--- config.mk ---
export PLATFORM = sky130hd
export DESIGN_NAME = tdm_mux_8x1
export DESIGN_NICKNAME = d
export VERILOG_FILES = /design/src/rtl/tdm_mux_8x1.sv
export SDC_FILE = /design/constraint.sdc
export NUM_CORES = 1
export LEC_CHECK = 0
export ABC_AREA = 1
export ABC_CLOCK_PERIOD_IN_PS = 4600
export CAP_MARGIN = 20
export CORE_MARGIN = 10
export CORE_UTILIZATION = 47
export DETAILED_ROUTE_END_ITERATION = 7
export GPL_ROUTABILITY_DRIVEN = 0
export HOLD_SLACK_MARGIN = 0.06
export MAX_ROUTING_LAYER = met4
export PLACE_DENSITY = 0.89
export SLEW_MARGIN = 20
export SYNTH_ARGS = -nofsm -noshare
export SYNTH_HDL_FRONTEND = slang
export SYNTH_SLANG_ARGS = --single-unit
--- constraint.sdc ---
create_clock -name clk -period 4.6 [get_ports clk]
set_clock_uncertainty 0.1 [all_clocks]
set_input_delay 1.38 -clock clk [delete_from_list [all_inputs] [get_ports clk]]
set_output_delay 1.38 -clock clk [all_outputs]
set_load 0.01 [all_outputs]
--- src/rtl/tdm_mux_8x1.sv ---
// Time-division multiplexer: captures an N-channel parallel word and replays it
// one channel per clock with slot select and frame marker for the far-end demux.
module tdm_mux_8x1 #(
  parameter int N     = 8,
  parameter int W     = 1,
  parameter int SEL_W = $clog2(N)
) (
  input  logic             clk,
  input  logic             rst,
  input  logic [N*W-1:0]   D,
  input  logic             load_valid,
  output logic             load_ready,
  input  logic             hold,
  output logic [W-1:0]     Y,
  output logic [SEL_W-1:0] S,
  output logic             Y_valid,
  output logic             frame
);

  typedef enum logic {IDLE, SEND} state_t;

  state_t             state, state_nx;
  logic [SEL_W-1:0]   slot, slot_nx, slot_inc;
  logic [N*W-1:0]     shadow, shadow_nx;
  logic [N-1:0][W-1:0] lanes;
  logic [W-1:0]       y_nx;
  logic [SEL_W-1:0]   s_nx;
  logic               vld_nx, frame_nx;
  logic               last, accept;

  // Channel view of the shadow word; lane i is shadow[i*W +: W].
  assign lanes    = shadow;
  assign last     = (slot == SEL_W'(N-1));
  assign slot_inc = slot + SEL_W'(1);

  assign load_ready = !rst && !hold && (state == IDLE || (state == SEND && last));
  assign accept     = load_valid && load_ready;

  always_comb begin
    state_nx  = state;
    slot_nx   = slot;
    shadow_nx = shadow;
    y_nx      = Y;
    s_nx      = S;
    vld_nx    = Y_valid;
    frame_nx  = frame;
    if (accept) begin
      // Covers both the idle start and the gapless hand-off at the last slot.
      state_nx  = SEND;
      slot_nx   = '0;
      shadow_nx = D;
      y_nx      = D[W-1:0];
      s_nx      = '0;
      vld_nx    = 1'b1;
      frame_nx  = 1'b1;
    end else if (!hold && state == SEND) begin
      if (!last) begin
        slot_nx  = slot_inc;
        y_nx     = lanes[slot_inc];
        s_nx     = slot_inc;
        frame_nx = 1'b0;
      end else begin
        state_nx = IDLE;
        vld_nx   = 1'b0;
        frame_nx = 1'b0;
      end
    end
  end

  always_ff @(posedge clk) begin
    if (rst) begin
      state   <= IDLE;
      slot    <= '0;
      shadow  <= '0;
      Y       <= '0;
      S       <= '0;
      Y_valid <= 1'b0;
      frame   <= 1'b0;
    end else begin
      state   <= state_nx;
      slot    <= slot_nx;
      shadow  <= shadow_nx;
      Y       <= y_nx;
      S       <= s_nx;
      Y_valid <= vld_nx;
      frame   <= frame_nx;
    end
  end

endmodule

== Word-level counts from Yosys, hierarchy flattened ==
Cells that the tools add are included.
Storage, ports and cells
  bits in registers: 14
  output and inout bits: 7
Cells by class
  $add $sub $neg: 1
  order comparisons: 1
  equality and inequality tests: 2
  multiplexer cells: 10
  bitwise gates (word level): 2
  reduce and logical (&&, ||, !) cells: 14
Operators with widths (number)
  1-bit 2-to-1 mux: 9
  2-bit AND reduction: 3
  1-bit logical AND: 5
  3-bit by 4-bit less-than comparator with 1-bit output (second input constant): 1
  2-bit nonzero test: 2
  3-bit by 1-bit adder with 3-bit output (second input constant): 1
  1-bit binary-select mux with 3-bit select: 1
  3-bit == test (second input constant): 1
  1-bit logical NOT: 2
  2-bit by 1-bit inequality test with 1-bit output (second input constant): 1
  1-bit inverter: 2
  2-bit OR reduction: 1
  1-bit logical OR: 1

== Depth between registers and ports, before layout ==
  depth in word-level cells: 7
  depth in mapped cells: 9
  mapped depth without buffers: 9

== Worst setup path before layout ==
No wires, ideal clock.
  path type: in2out
  start point: in hold
  end point: out load_ready
  arrival: 1.642 ns
  data required time: 3.120 ns
  path slack: 1.478 ns
  cell stages on the path: 3
  cells stage by stage: inv_1 -> o21ai_2 -> nor2_4
Between the ends
  cells in the longest elaborated chain, start to end: 3
Ends and longest elaborated chain
  start, declared: line 13  | input logic hold,
  1-bit logical NOT: line 36  | assign load_ready = !rst && !hold && (state == IDLE || (state == SEND && last));
  1-bit logical AND (2 in series): line 36
  end, declared: line 12  | output logic load_ready,
No other way between the ends.

== Final worst setup path ==
Same ends and word-level chain as after synthesis.

==> flow_summary_export.csv <==
group,metric,value,unit
run_status,status,"complete, no violations",
finish,final_cells,124,
logic_synthesis,synth_common_cells,"nand2_1, dfxtp_1, inv_1, nand3_1, a21oi_1",
logic_synthesis,synth-async-reset-ratio,0,
route,route.detailed.drc,0,
worst_setup_path,crit_fanout,2,
sta,final.setup.worst_slack,494.7,ps
logic_synthesis,ys.flop_type,"dfxtp_1",
finish,diodes,0,
clock_network,numCtsBuffers,3,
grt,use_met1,0.09772,
logic_synthesis,netlist_area,628.1,sq um
worst_setup_path,end_kind,"output pin",
worst_setup_path,crit_arrival,2630,ps
sta,min_period_over_period,0.8925,
clock_network,root_buffer,"clkbuf_4",
finish,areaGrowthSynthToFinish,35.26,%
logic_synthesis,yosys.area.top_type,"dfxtp_1",
floorplan,die_h,56.56,microns
sta,min_period,4105,ps
worst_setup_path,reg2reg_from,"slot[0]",
power_and_ir_drop,peakVddDrop,0.1495,mV
clock_network,cts.sinks,14,
route,vias,600,
route,drtIter0Drc,18,
logic_synthesis,synth_warnings,0,
route,viasPerCell,4.839,
floorplan,io_pins,19,
floorplan,rows,13,
clock_network,clk_path_buf_depth,2,
finish,drive_gt1_frac,0.09174,
sta,fmax,0.2436,GHz
logic_synthesis,netlist_top_cells_area,"dfxtp_1, nand2_1, nand3_1, inv_1, ha_1",
grt,gr-total-overflow,0,
worst_setup_path,critPathLaunchType,"primary input",
route,wl_per_cell,11.02,microns
finish,final_nets,125,
logic_synthesis,syn_avg_cell_area,7.138,sq um
route,ant_nets,0,
route,routed_wl,1367,microns
place,place_inst,121,
clock_network,clock_latency,270,ps
place,portBuffers,18,
worst_setup_path,timing.critical_path.from,"hold",
worst_setup_path,critPathRequiredTime,3120,ps
finish,utilization,0.6611,
clock_network,cts_hold_buf,0,
hold_path,hold_start,"lanes[2]",
logic_synthesis,postSynthCellCount,88,
grt,antenna_found_initial,0,
sta,drv_slew,0,
clock_network,cts.repair.resized,0,
grt,grt_use_total,0.08788,
place,hpwl,1128,microns
power_and_ir_drop,p_per_area,274.9,nW/um^2
sta,setup_viol,0,
logic_synthesis,ys_seq_elements,14,
finish,final_area,849.6,sq um
sta,tightestPinTransition,302.5,ps
grt,grt_pass1_wl,2318,microns
floorplan,die_area,3198,sq um
logic_synthesis,synth_top_area_share,0.4462,
logic_synthesis,synth_edf_count,0,
floorplan,start_util,0.4888,
job,max_cap_violations,0,
sta,fin_tns_setup,0,ps
grt,grt_max_degree,10,
place,pre_cts_ws,495.7,ps
grt,grt_pass1_vias,550,
logic_synthesis,yosysMostFrequentCell,"nand2_1",
clock_network,clk_pin_slew,70,ps
sta,finalHoldViolCount,0,
place,post_dp_cell_area,827.0,sq um
logic_synthesis,synthDistinctLibCells,14,
power_and_ir_drop,total_leakage_power,0.3930,nW
hold_path,hold_class,"reg -> reg",
route,drt_pass1_iterations,4,
floorplan,coreArea,1285,sq um
logic_synthesis,syn_nets,102,
sta,slew_headroom,0.7980,
grt,grt-busiest-layer,"met2",
floorplan,die_w,56.56,microns
clock_network,cts_max_level,1,
clock_network,cts_tree,"yes",
grt,use_met2,0.1395,
logic_synthesis,seq_area_frac_synth,0.4462,
worst_setup_path,crit_type,"in -> out",
grt,met3_usage,0.02697,
sta,rsz0062_at_grt,"false",
clock_network,post_cts_buffers,0,
==> per-layer routing <==
| layer | vias up | share of wire |
|---|---|---|
| met2 | 20 | 0.46 |
| met5 | - | 0 |
| met1 | 260 | 0.47 |
| met4 | 0 | 0.021 |
| met3 | 5 | 0.054 |
| li1 | 315 | - |
==> stage by stage <==
stage	power [mW]	hold WS, ps
2_1_floorplan	0.1506	318.7
3_3_place_gp	0.1689	331.4
3_5_place_dp	0.1702	332.8
4_1_cts	0.2344	349.4
5_1_grt	0.2455	371.8
6_report	0.2336	346.6
==> worst paths after layout <==
check / cells past startpoint / end / slack (ps)
max: 5 / load_ready / 490
min: 2 / lanes[2] / 350
min reg2reg: 2 / lanes[2] / 350
max reg2reg: 9 / Y / 2890
==> power by group <==
| group | leakage (nW) | switching [mW] | internal [mW] |
|---|---|---|---|
| clock network | 0.0138 | 0.0363 | 0.0304 |
| registers | 0.114 | 0.00404 | 0.127 |
| logic | 0.265 | 0.0165 | 0.0191 |
==> sequential cells by signal (all words and copies together), names as in the netlist <==
name   count
state      1
lanes      8
Y          1
slot       3
frame      1
==> critical path: stages <==
cell and delay (ps):
clkdlybuf4s50_1 410, inv_1 80, o21ai_2 80, nor2_4 120, clkdlybuf4s50_1 550
==> logic make-up (layout without fill, tap and decap cells) <==
group                    after synthesis  in the layout  share of synthesized area
flip-flops                            14             14                     0.4462
buffers and inverters                 11             32                    0.07370
AND/OR/NAND/NOR                       55             55                     0.3864
adder cells (fa/ha/maj)                2              2                    0.03983
AO/OA/AOI/OAI                          6              6                    0.05378
==> area by class of cell <==
cell class | count | area (sq um)
clock buffer | 3 | 22.52
fill | 127 | 435.4
inverter | 11 | 46.29
multi-input combinational | 63 | 301.5
sequential | 14 | 280.3
tap | 15 | 18.77
timing repair buffer | 18 | 180.2
==> cell usage in the layout (no fill, tap or decap), drive strengths merged <==
master         count
clkbuf             3
nand2             43
inv               11
o21ai              3
a21oi              3
clkdlybuf4s50     18
nor2               3
nand3              9
dfxtp             14
ha                 2
(Power assumes the default switching activity.)
